**config.mk**
```make
export PLATFORM = sky130hd
export DESIGN_NAME = aes_op_ctrl
export DESIGN_NICKNAME = d
export VERILOG_FILES = /design/src/rtl/aes_pkg.sv /design/src/rtl/aes_seq_monitor.sv /design/src/rtl/aes_op_ctrl.sv
export SDC_FILE = /design/constraint.sdc
export NUM_CORES = 1
export LEC_CHECK = 0
export BUFFER_PORTS_ARGS = -buffer_cell sky130_fd_sc_hd__buf_4
export CORE_AREA = 4 4 404 406
export DETAILED_ROUTE_END_ITERATION = 12
export DIE_AREA = 0 0 408 410
export GPL_TIMING_DRIVEN = 0
export HOLD_SLACK_MARGIN = 0.12
export PLACE_DENSITY = 0.31
export SYNTH_ARGS = -nofsm -noshare
export SYNTH_HDL_FRONTEND = slang
export SYNTH_SLANG_ARGS = --single-unit
```
**constraint.sdc**
```tcl
create_clock -name clk -period 2.9 [get_ports clk]
set_input_delay 0 -clock clk [delete_from_list [all_inputs] [get_ports clk]]
set_output_delay 0 -clock clk [all_outputs]
set_load 0.03 [all_outputs]
```
**src/rtl/aes_pkg.sv**
```systemverilog
// Shared types and helpers for the AES operation controller and its sequence monitor.
package aes_pkg;

  localparam int unsigned MODE_W  = 2;
  localparam int unsigned ROUND_W = 4;
  localparam int unsigned ERR_W   = 2;

  typedef enum logic [MODE_W-1:0] {
    MODE_AES128  = 2'b00,
    MODE_AES192  = 2'b01,
    MODE_AES256  = 2'b10,
    MODE_ILLEGAL = 2'b11
  } aes_mode_e;

  localparam logic [ERR_W-1:0] ERR_OK   = 2'b00;
  localparam logic [ERR_W-1:0] ERR_MODE = 2'b01;
  localparam logic [ERR_W-1:0] ERR_SEQ  = 2'b10;

  typedef enum logic [1:0] {
    ST_IDLE   = 2'd0,
    ST_LAUNCH = 2'd1,
    ST_RUN    = 2'd2,
    ST_RESP   = 2'd3
  } ctrl_state_e;

  // Last round number for a key size; the illegal mode never reaches the core.
  function automatic logic [ROUND_W-1:0] final_round(input aes_mode_e mode);
    case (mode)
      MODE_AES128: final_round = 4'd10;
      MODE_AES192: final_round = 4'd12;
      default:     final_round = 4'd14;
    endcase
  endfunction

endpackage

```
**src/rtl/aes_seq_monitor.sv**
```systemverilog
// Round counter plus lockstep comparison against the core's round/done outputs.
// hit_final and seq_err are combinational and only meaningful while the core runs.
module aes_seq_monitor
  import aes_pkg::*;
(
  input  logic               clk,
  input  logic               reset,
  input  logic               clear,
  input  logic               en,
  input  logic [MODE_W-1:0]  mode,
  input  logic [ROUND_W-1:0] core_round,
  input  logic               core_done,
  output logic               hit_final,
  output logic               seq_err
);

  logic [ROUND_W-1:0] cnt;
  logic [ROUND_W-1:0] last_round;
  logic               at_final;

  // Expected round: zero while launching, then one step per running cycle.
  always_ff @(posedge clk) begin
    if (reset || clear) begin
      cnt <= '0;
    end else if (en) begin
      cnt <= cnt + ROUND_W'(1);
    end
  end

  // Round must track cnt and done must coincide exactly with the final round.
  always_comb begin
    last_round = final_round(aes_mode_e'(mode));
    at_final   = (cnt == last_round);
    hit_final  = at_final && core_done && (core_round == cnt);
    seq_err    = (core_round != cnt) || (core_done != at_final);
  end

endmodule

```
**src/rtl/aes_op_ctrl.sv**
```systemverilog
// Host-side initiator for the AES core: accepts a job, launches and shadows the
// core round by round, and returns the result or an error code downstream.
module aes_op_ctrl
  import aes_pkg::*;
#(
  parameter int unsigned DATA_W = 128,
  parameter int unsigned KEY_W  = 256
) (
  input  logic              clk,
  input  logic              reset,
  input  logic              in_valid,
  output logic              in_ready,
  input  logic [1:0]        in_mode,
  input  logic              in_enc_dec,
  input  logic [KEY_W-1:0]  in_key,
  input  logic [DATA_W-1:0] in_data,
  output logic              core_start,
  output logic [1:0]        core_mode,
  output logic              core_enc_dec,
  output logic [KEY_W-1:0]  core_key,
  output logic [DATA_W-1:0] core_data,
  input  logic [3:0]        core_round,
  input  logic              core_done,
  input  logic [DATA_W-1:0] core_result,
  output logic              core_abort,
  output logic              out_valid,
  input  logic              out_ready,
  output logic [DATA_W-1:0] out_data,
  output logic [1:0]        out_err
);

  ctrl_state_e       state, state_next;
  logic              accept;
  logic              load;
  logic              start_next;
  logic              abort_next;
  logic              valid_next;
  logic              ready_next;
  logic [DATA_W-1:0] data_next;
  logic [ERR_W-1:0]  err_next;
  logic              mon_clear;
  logic              mon_en;
  logic              hit_final;
  logic              seq_err;

  assign accept    = (state == ST_IDLE) && in_valid && in_ready;
  assign mon_clear = (state == ST_IDLE);
  assign mon_en    = (state == ST_LAUNCH) || (state == ST_RUN);

  aes_seq_monitor u_mon (
    .clk        (clk),
    .reset      (reset),
    .clear      (mon_clear),
    .en         (mon_en),
    .mode       (core_mode),
    .core_round (core_round),
    .core_done  (core_done),
    .hit_final  (hit_final),
    .seq_err    (seq_err)
  );

  // State register.
  always_ff @(posedge clk) begin
    if (reset) begin
      state <= ST_IDLE;
    end else begin
      state <= state_next;
    end
  end

  // Next state and next values of the registered outputs.
  always_comb begin
    state_next = state;
    load       = 1'b0;
    start_next = 1'b0;
    abort_next = 1'b0;
    valid_next = out_valid;
    data_next  = out_data;
    err_next   = out_err;
    unique case (state)
      ST_IDLE: begin
        if (accept) begin
          load = 1'b1;
          if (aes_mode_e'(in_mode) == MODE_ILLEGAL) begin
            state_next = ST_RESP;
            valid_next = 1'b1;
            data_next  = '0;
            err_next   = ERR_MODE;
          end else begin
            state_next = ST_LAUNCH;
            start_next = 1'b1;
          end
        end
      end
      ST_LAUNCH: begin
        state_next = ST_RUN;
      end
      ST_RUN: begin
        if (seq_err) begin
          state_next = ST_RESP;
          abort_next = 1'b1;
          valid_next = 1'b1;
          data_next  = '0;
          err_next   = ERR_SEQ;
        end else if (hit_final) begin
          state_next = ST_RESP;
          valid_next = 1'b1;
          data_next  = core_result;
          err_next   = ERR_OK;
        end
      end
      ST_RESP: begin
        if (out_ready) begin
          state_next = ST_IDLE;
          valid_next = 1'b0;
        end
      end
      default: state_next = ST_IDLE;
    endcase
    ready_next = (state_next == ST_IDLE);
  end

  // Output and operand registers; operands stay put from accept to the next accept.
  always_ff @(posedge clk) begin
    if (reset) begin
      in_ready     <= 1'b0;
      core_start   <= 1'b0;
      core_abort   <= 1'b0;
      out_valid    <= 1'b0;
      out_data     <= '0;
      out_err      <= '0;
      core_mode    <= '0;
      core_enc_dec <= 1'b0;
      core_key     <= '0;
      core_data    <= '0;
    end else begin
      in_ready   <= ready_next;
      core_start <= start_next;
      core_abort <= abort_next;
      out_valid  <= valid_next;
      out_data   <= data_next;
      out_err    <= err_next;
      if (load) begin
        core_mode    <= in_mode;
        core_enc_dec <= in_enc_dec;
        core_key     <= in_key;
        core_data    <= in_data;
      end
    end
  end

endmodule

```
==> results of run 1 <==
-- flip-flops by register name, summed over array words and instances, names as in the netlist --
register,cells
core_enc_dec,1
core_key,256
out_err,2
core_start,1
out_data,128
core_mode,2
core_data,128
core_abort,1
u_mon.cnt,4
state,2
in_ready,1
out_valid,1
-- routing by layer --
metal  GRT usage [%]  share of wire (%)
met1            16.4                 40
met2            25.4                 49
met3            4.39                7.0
met4            5.31                3.9
met5               0              0.011
-- cells by family after synthesis --
logic type,count (synthesis)
compound gates,532
xor+xnor,6
fa+ha+maj,6
buf+inv,178
flops,527
mux,3
simple gates,811
-- timing repair --
| item | in CTS | in global routing |
|---|---|---|
| pin swaps | 5 | 2 |
| hold buffers | 886 | 0 |
| setup endpoints to repair | 450 | 219 |
| buffers inserted | 8 | 0 |
| hold endpoints to repair | 523 | 0 |
| gates cloned | 3 | 1 |
| resized for setup | 74 | 27 |
-- worst max-delay path: stages, from the launching register on --
cell and delay (ns):
dfxtp_4 0.34, or3b_2 0.47, a21oi_2 0.12, a31oi_1 0.05, nor3b_2 0.19, ha_1 0.28
or3_4 0.40, nor4_4 0.16, buf_6 0.16, buf_8 0.12, buf_12 0.15, buf_4 0.16
a32o_1 0.13
-- area by class of cell --
class / instances / share of cell area [%]
diodes: 6 / 0.0375
plain buffers: 173 / 2.26
clock buffers: 107 / 5.35
clock inverters: 17 / 0.485
inverters: 5 / 0.0469
multi-input cells: 1358 / 16.6
flip-flops and latches: 527 / 26.4
well taps: 2086 / 6.53
repair buffers: 1942 / 42.3
-- cells in the final DEF, fill, tap and decap left out, types with 5 or more instances in the layout --
| cell | synthesis | layout |
|---|---|---|
| a21oi_1 | 391 | 390 |
| a32o_1 | 128 | 128 |
| buf_12 | 0 | 5 |
| buf_2 | 29 | 8 |
| buf_4 | 1 | 1063 |
| buf_6 | 4 | 6 |
| buf_8 | 0 | 5 |
| clkbuf_1 | 138 | 131 |
| clkbuf_16 | 0 | 77 |
| clkbuf_2 | 0 | 20 |
| clkbuf_4 | 0 | 5 |
| clkbuf_8 | 0 | 12 |
| clkinv_2 | 0 | 9 |
| dfxtp_1 | 527 | 524 |
| diode_2 | 0 | 6 |
| dlygate4sd3_1 | 0 | 886 |
| ha_1 | 6 | 6 |
| inv_1 | 5 | 5 |
| nand2_1 | 779 | 779 |
| nor3_1 | 9 | 8 |
-- metrics by stage --
stage	total power [mW]	utilization [%]	hold WS (ns)	area, um^2
final	25.3	25.0	0.199	40000
after global routing	26.7	25.0	0.140	40000
after CTS	26.0	25.0	0.120	39900
after detailed placement	15.6	17.8	0.214	28400
after global placement	15.6	17.7	0.211	28400
after floorplan	12.0	-	0.0993	17900
-- where the power goes --
part           leakage, nW  internal (mW)  switching (mW)  total, mW
clock network         1.15           5.29            3.71       9.00
logic                 11.0           2.99            4.86       7.85
registers             4.27           8.00           0.481       8.48
-- worst max path at each step --
stage	from	end	slack [ns]
after floorplan	core_mode[0]	out_data[119]	0.17
after global placement	state[0]	core_data[96]	-1.71
after detailed placement	state[0]	core_data[107]	-1.22
after CTS	u_mon.cnt[2]	out_data[122]	0.0001
after global routing	u_mon.cnt[2]	out_data[4]	0.009
final	u_mon.cnt[2]	out_data[4]	0.11
==> flow_metrics.tcl, run 1 <==
set metrics [dict create \
    status "completed" \
    routed_wl_mm 126 \
    synth_top_family_by_area "compound AO/OA/AOI/OAI gates" \
    synth_top_area_share_pct 58.9 \
    routabilityCongestion 0.861 \
    synth_adder_area_share_pct 0.419 \
    cts_buffers 74 \
    rows 147 \
    synthTopCellsByArea "dfxtp_1 59%, nand2_1 16%, a21oi_1 11%" \
    synth.area.mux_share_pct 0.175 \
    synthTopCellsByCount "779 x nand2_1, 527 x dfxtp_1, 391 x a21oi_1" \
    reg2reg_to "out_data[4]" \
    final_nets 4611 \
    maxCapViolCount 0 \
    holdPathEnd "core_key[30]" \
    crit_fanout 8 \
    avgSynthCellArea_um2 8.68 \
    rsz0062_at_grt "no" \
    hold_depth 4 \
    instances_no_fill 6221 \
    final_antenna_net_count 0 \
    overflow 0 \
    clk_pin_slew_ns 0.05 \
    startpoint_type "register" \
    fillers 17700 \
    die_w_um 408 \
    synth_simple_gate_area_share_pct 17.5 \
    worst_pin_slew_ns 1.13 \
    core_area_um2 160000 \
    synth_edf_count 0 \
    setup_slack_ns 0.106 \
    netlist_instances 2063 \
    synthesis.nets 2593 \
    crit_path_end_kind "register" \
    hold_path_class "in2reg" \
    insertion_delay_ns 0.64 \
    ctsRootBufferMaster "clkbuf_16" \
    synth.cell_area_um2 17900 \
    drive_above_1_share_pct 29.9 \
    grt_pass1_vias 23700 \
    synth.most_common_cell "nand2_1" \
    leakage_nw 16.5 \
    fmax_mhz 358 \
    peakVddDrop_mv 0.368 \
    clockBufferDepth 3 \
    synthToLayoutAreaGrowth_pct 123 \
    synth_xor_area_share_pct 0.293 \
    r2r_setup_slack_ns 0.11 \
    grt_pass1_wl_mm 175 \
    dpl.cell_count 5194 \
    yosys_warnings 0 \
    synth-main-ff-cell "dfxtp_1" \
    synth_top_cell_by_area "dfxtp_1" \
    crit_type "reg2reg" \
    crit_arrival_ns 3.38 \
    vias_per_cell 3.67 \
    dieArea_um2 167000 \
    io_pins 1045 \
    drt_pass1_iterations 4 \
    timing.final.crit_period_ns 2.79 \
    regArea_um2 10600 \
    drv_slew 0 \
    cts_tree "built" \
    async_reset_ff_share_pct 0 \
    relSlewSlack_pct 24.8 \
    power.density_nw_per_um2 633 \
    port_buffers 1044 \
    yosysSeqAreaShare_pct 58.9 \
    multi_input_area_um2 6650 \
    grt_usage_pct 14.4 \
    antenna_found_initial 8 \
    start_util_pct 11.2 \
    crit_required_ns 3.48 \
    dp_slack_ns -1.22 \
    hold_start "in_key[30]" \
    dpl.hpwl_mm 98.6 \
    reg2regPathDepth 12 \
    r2r-start "u_mon.cnt[2]" \
    wl_per_cell_um 20.3 \
    grt_start_max_net_pins 12 \
    clock_sinks 527 \
    synth_compound_area_share_pct 18.6 \
    skew_ns 0.0286 \
    drc 0 \
    die_h_um 410 \
    synth_seq_cells 527 \
    vias 22800 \
    htree_levels 3 \
    synth.distinct_cells 40 \
    hold_violations 0 \
    fin_tns_setup_ns 0 \
    setup_violations 0 \
    period_share_pct 96.3 \
    drt_iter0_markers 923 \
]
(Power assumes the default switching activity.)
==> run 2, diff against run 1 <==
--- a/config.mk
+++ b/config.mk
@@ -11,7 +11,7 @@
 export DIE_AREA = 0 0 408 410
 export GPL_TIMING_DRIVEN = 0
 export HOLD_SLACK_MARGIN = 0.12
-export PLACE_DENSITY = 0.31
+export PLACE_DENSITY = 0.33
 export SYNTH_ARGS = -nofsm -noshare
 export SYNTH_HDL_FRONTEND = slang
 export SYNTH_SLANG_ARGS = --single-unit
==> run 2 against run 1 <==
Routed wire length decreased by 2.6%. Sequential power about the same. Via count increased by 1.4%. Combinational power rose by 1%. Worst hold slack improved by 0.0015 ns. Register-to-register slack improved by 0.05 ns. Power is 1.7% higher. Final cell count grew 1.3%. Die area stayed put. Clock-buffer cell count shrank 4. Critical path type unchanged. Largest cell class unchanged.
==> flow_metrics.tcl, run 2 (same netlist as run 1, synthesis figures left out) <==
set metrics [dict create \
    ctsRootBufferMaster "clkbuf_16" \
    core_area_um2 160000 \
    final_cell_mix "1058 x buf_4, 969 x dlygate4sd3_1, 779 x nand2_1, 524 x dfxtp_1, 390 x a21oi_1" \
    reg.largest.list "core_key x256, core_data x128, out_data x128" \
    rows 147 \
    io_pins 1045 \
    wl_per_cell_um 19.5 \
    clockBufferDepth 3 \
    crit_fanout 6 \
    grt_pass1_wl_mm 172 \
    drt_iter0_markers 1160 \
    period_share_pct 94.7 \
    layout_commonest_cell "buf_4" \
    timing.final.crit_period_ns 2.75 \
    vias 23200 \
    final_antenna_net_count 0 \
    final_nets 4695 \
    crit_path_frequent_cell "buf_12" \
    crit_arrival_ns 3.33 \
    crit_required_ns 3.49 \
    setup_violations 0 \
    insertion_delay_ns 0.68 \
    path_cells "or3b_4, a21oi_2, a31oi_1, nor3b_2, ha_1, or3_4, nor4_4, buf_6, buf_8, buf_12, buf_12, buf_12, a32o_1" \
    startpoint_type "register" \
    dpl.cell_count 5194 \
    dpl.hpwl_mm 94.9 \
    largest_reg_flops 256 \
    drive_above_1_share_pct 29.4 \
    power_mw 25.8 \
    routabilityCongestion 0.853 \
    drv_slew 0 \
    die_w_um 408 \
    drc 0 \
    crit_buf_inv 5 \
    clock_sinks 527 \
    cts_buffers 74 \
    grt_start_max_net_pins 12 \
    worst_pin_slew_ns 1.26 \
    vias_per_cell 3.67 \
    start_util_pct 11.2 \
    antenna_found_initial 12 \
    overflow 0 \
    hold_path_class "in2reg" \
    crit_path_end_kind "register" \
    hold_violations 0 \
    htree_levels 3 \
    utilization_pct 25.5 \
    crit_type "reg2reg" \
    power.density_nw_per_um2 631 \
    grt_pass1_vias 24000 \
    setup_slack_ns 0.153 \
    drt_pass1_iterations 6 \
    relSlewSlack_pct 15.9 \
    dp_slack_ns -1.27 \
    peakVddDrop_mv 0.380 \
    cts_tree "built" \
    dieArea_um2 167000 \
    routed_wl_mm 123 \
    fmax_mhz 364 \
    status "completed" \
    clk_pin_slew_ns 0.06 \
    port_buffers 1044 \
    max_flop_register "core_key" \
    maxCapViolCount 0 \
    slowest_delay_ns 0.41 \
    fin_tns_setup_ns 0 \
    die_h_um 410 \
    skew_ns 0.0275 \
    synthToLayoutAreaGrowth_pct 128 \
    rsz0062_at_grt "yes" \
    critPathTopFamily "simple AND/OR/NAND/NOR gates" \
    instances_no_fill 6304 \
    grt_usage_pct 14.0 \
    leakage_nw 16.8 \
    cp_slowest_cell "or3_4" \
]
run 2: cell count changes in the layout (fill, tap and decap cells not counted), moves of 4 or more:
| cell | before | now |
|---|---|---|
| bufinv_16 | 2 | 6 |
| buf_8 | 5 | 1 |
| buf_4 | 1063 | 1058 |
| buf_2 | 8 | 25 |
| dlygate4sd3_1 | 886 | 969 |
run 2: report_power, final:
group | switching [mW] | internal [mW]
logic | 4.91 | 3.04
clock network | 3.78 | 5.55
registers | 0.463 | 8.00
run 2: cell type report:
cell class | count | area, um^2
Fill cell | 17500 | 119000
Timing Repair Buffer | 2027 | 17700
Sequential cell | 527 | 10600
Multi-Input combinational cell | 1358 | 6660
Tap cell | 2086 | 2610
Clock buffer | 103 | 2070
Buffer | 172 | 797
Clock inverter | 22 | 360
Inverter | 5 | 18.8
Antenna cell | 4 | 10.0
run 2: repair_timing:
item                                    4_1_cts  5_1_grt
hold buffers                                969        0
setup buffers                                11        0
pin swaps                                     7        3
cloned                                        2        0
endpoints found under the hold margin       523        0
gates resized for setup                      43       13
endpoints found under the setup margin      489      147
run 2: through the flow:
stage / cell area [um^2] / hold WS (ns)
floorplan: 17900 / 0.0993
global placement: 28400 / 0.210
detailed placement: 28400 / 0.214
CTS: 40800 / 0.120
global route: 40800 / 0.151
finish: 40800 / 0.200
run 2: routing by layer:
layer  wire (um)  vias up  GRT usage, %
met1       51300    11000          16.8
li1            -    11200             -
met4        3350        0          4.44
met5           0        -             0
met2       59400      761          24.2
met3        8800      153          3.96
run 2: final timing paths:
kind / end / slack (ns) / startpoint / depth (start not counted)
worst max-delay path: out_data[126] / 0.15 / u_mon.cnt[1] / 13
worst min-delay path: core_key[81] / 0.20 / in_key[81] / 4
worst max register to register: out_data[126] / 0.15 / u_mon.cnt[1] / 13
worst min register to register: core_data[90] / 0.45 / core_data[90] / 2
run 2: worst min-delay path: cells and delay by family:
kind                   cells  cell delay, ns
buffers and inverters      2            0.68
AND/OR/NAND/NOR            1            0.06
AO/OA/AOI/OAI              1            0.06
==> run 3, diff against run 2 <==
--- a/config.mk
+++ b/config.mk
@@ -5,13 +5,14 @@
 export SDC_FILE = /design/constraint.sdc
 export NUM_CORES = 1
 export LEC_CHECK = 0
+export ABC_AREA = 1
 export BUFFER_PORTS_ARGS = -buffer_cell sky130_fd_sc_hd__buf_4
-export CORE_AREA = 4 4 404 406
+export CORE_AREA = 2 2 411 413
 export DETAILED_ROUTE_END_ITERATION = 12
-export DIE_AREA = 0 0 408 410
+export DIE_AREA = 0 0 413 415
 export GPL_TIMING_DRIVEN = 0
 export HOLD_SLACK_MARGIN = 0.12
-export PLACE_DENSITY = 0.33
+export PLACE_DENSITY = 0.34
 export SYNTH_ARGS = -nofsm -noshare
 export SYNTH_HDL_FRONTEND = slang
 export SYNTH_SLANG_ARGS = --single-unit
==> run 3 against run 2 <==
Worst hold slack worse by 0.011 ns. Routed wire length is 10% higher. Design area fell by 0.28%. Sequential share of layout area about the same. Clock-buffer cell count grew 1. Sequential cell count did not move. Global-route usage increased by 1.2 points. Die area is 2.5% higher. Combinational power up 71%. First-iteration DRC count increased by 7.9%. Synthesized cell count grew 35%. Sequential power increased by 19%. Critical path type unchanged. Critical endpoint is now core_data[3].
==> flow_metrics.tcl, run 3 <==
set metrics [dict create \
    start_util_pct 12.2 \
    swShare_pct 42.0 \
    grt_pass1_vias 25500 \
    hold_ws_ns 0.190 \
    synth-main-ff-cell "dfxtp_1" \
    skew_ns 0.0428 \
    power_frac_comb_pct 41.0 \
    overflow 0 \
    drc 0 \
    netlist_instances 2789 \
    placed_cell_area_um2 31000 \
    synthToLayoutAreaGrowth_pct 99.9 \
    crit_path_end_kind "register" \
    synthTopCellsByArea "dfxtp_1 52%, inv_1 10%, a21oi_1 9.6%" \
    largest_reg_flops 256 \
    instances_no_fill 6890 \
    regArea_um2 10600 \
    drt_iter0_markers 1252 \
    crit_type "reg2reg" \
    multi_input_area_um2 6900 \
    avgSynthCellArea_um2 7.30 \
    die_h_um 415 \
    fillers 18500 \
    dp_slack_ns -1.21 \
    status "completed" \
    synth.distinct_cells 25 \
    period_share_pct 95.5 \
    r2r_setup_slack_ns 0.13 \
    crit_fanout 10 \
    die_w_um 413 \
    port_buffers 1044 \
    cts_buffers 75 \
    routed_wl_mm 136 \
    synth_top_cell_by_area "dfxtp_1" \
    timing.final.crit_period_ns 2.77 \
    peakVddDrop_mv 0.475 \
    p_int_mw 19.3 \
    dpl.hpwl_mm 108 \
    p_sw_mw 14.0 \
    synth_top_area_share_pct 51.8 \
    fmax_mhz 361 \
    antenna_found_initial 22 \
    yosysSeqAreaShare_pct 51.8 \
    maxCapViolCount 0 \
    rsz0062_at_grt "no" \
    utilization_pct 24.4 \
    crit_arrival_ns 3.29 \
    share_seq_of_total_power_pct 30.2 \
    hold_path_class "in2reg" \
    drv_slew 0 \
    insertion_delay_ns 0.70 \
    final_nets 5148 \
    htree_levels 3 \
    yosys_warnings 0 \
    hold_violations 0 \
    setup_violations 0 \
    rows 150 \
    ctsRootBufferMaster "clkbuf_16" \
    setup_slack_ns 0.130 \
    synth_seq_cells 527 \
    synth.cell_area_um2 20400 \
    synthesis.nets 3319 \
    relSlewSlack_pct 13.5 \
    grt_start_max_net_pins 14 \
    power.density_nw_per_um2 818 \
    vias_per_cell 3.63 \
    startpoint_type "register" \
    async_reset_ff_share_pct 0 \
    wl_per_cell_um 19.7 \
    crit_required_ns 3.42 \
    io_pins 1045 \
    synthTopCellsByCount "564 x inv_1, 527 x dfxtp_1, 392 x a21oi_1" \
    final_cell_mix "1055 x buf_4, 704 x dlygate4sd3_1, 563 x inv_1, 526 x dfxtp_1, 392 x a21oi_1" \
    clk_pin_slew_ns 0.06 \
    vias 25000 \
    drt_pass1_iterations 5 \
    reg.largest.list "core_key x256, core_data x128, out_data x128" \
    grt_usage_pct 15.2 \
    power_mw 33.3 \
    dpl.cell_count 6037 \
    clock_sinks 527 \
    synth.most_common_cell "inv_1" \
    final_antenna_net_count 0 \
    grt_pass1_wl_mm 187 \
    layout_commonest_cell "buf_4" \
    leakage_nw 18.1 \
    final_cell_area_um2 40700 \
    synth_edf_count 0 \
    core_area_um2 167000 \
    drive_above_1_share_pct 26.5 \
    cts_tree "built" \
    p_clk_share_pct 28.7 \
    max_flop_register "core_key" \
    clockBufferDepth 3 \
    dieArea_um2 171000 \
    worst_pin_slew_ns 1.30 \
    fin_tns_setup_ns 0 \
    routabilityCongestion 0.862 \
]
==> run 3: final timing paths <==
check                                    from             to  depth (start not counted)
worst max-delay path                 state[0]   core_data[3]                          7
worst min-delay path              in_key[252]  core_key[252]                          4
worst max register to register       state[0]   core_data[3]                          7
worst min register to register  core_key[251]  core_key[251]                          2
==> run 3: final cells by class <==
cell class                      instances  area share, %
Timing Repair Buffer                 1752           36.7
Sequential cell                       527           25.9
Multi-Input combinational cell       1494           17.0
Tap cell                             2204           6.78
Inverter                              569           5.25
Clock buffer                          104           5.17
Buffer                                199           2.12
Clock inverter                         30           1.00
Antenna cell                           11         0.0676
==> run 3: what timing repair did <==
action,CTS,global route
setup endpoints to repair,511,110
hold endpoints to repair,523,0
pin swaps,1,0
gates resized for setup,30,12
buffers inserted,1,3
hold buffers,704,0
==> run 3: power groups by stage <==
stage / sequential, mW / combinational, mW / clock, mW
2_1_floorplan: 13.3 / 3.70 / 0
3_3_place_gp: 10.2 / 12.9 / 0
4_1_cts: 10.1 / 13.9 / 9.98
5_1_grt: 10.3 / 14.8 / 10.2
3_5_place_dp: 10.2 / 12.9 / 0
6_report: 10.1 / 13.6 / 9.56
==> run 3: cells by family (layout without fill, tap and decap cells) <==
group                      after synthesis  count (layout)  share of synthesized area, %
AOI/OAI and AO/OA                      783             783                          19.3
adders and majority gates                6               6                         0.369
buffers and inverters                  768            2654                          14.5
DFF                                    527             527                          51.8
other                                    0              11                             0
and+or+nand+nor                        705             705                          14.0
==> run 3: routing by layer <==
metal	share of wire, %	track usage, %	wire (um)
met1	39	16.8	52900
met2	50	27.0	67700
met3	8.2	5.30	11100
met4	2.9	4.89	4000
met5	0.0096	0	13
==> run 3: critical path, stage by stage, from the launching register on <==
cell	delay, ns
dfxtp_1	0.33
inv_1	0.12
ha_1	0.28
nand3_2	0.24
clkbuf_2	0.34
clkbuf_1	0.38
o21ai_0	0.84
a21oi_1	0.07
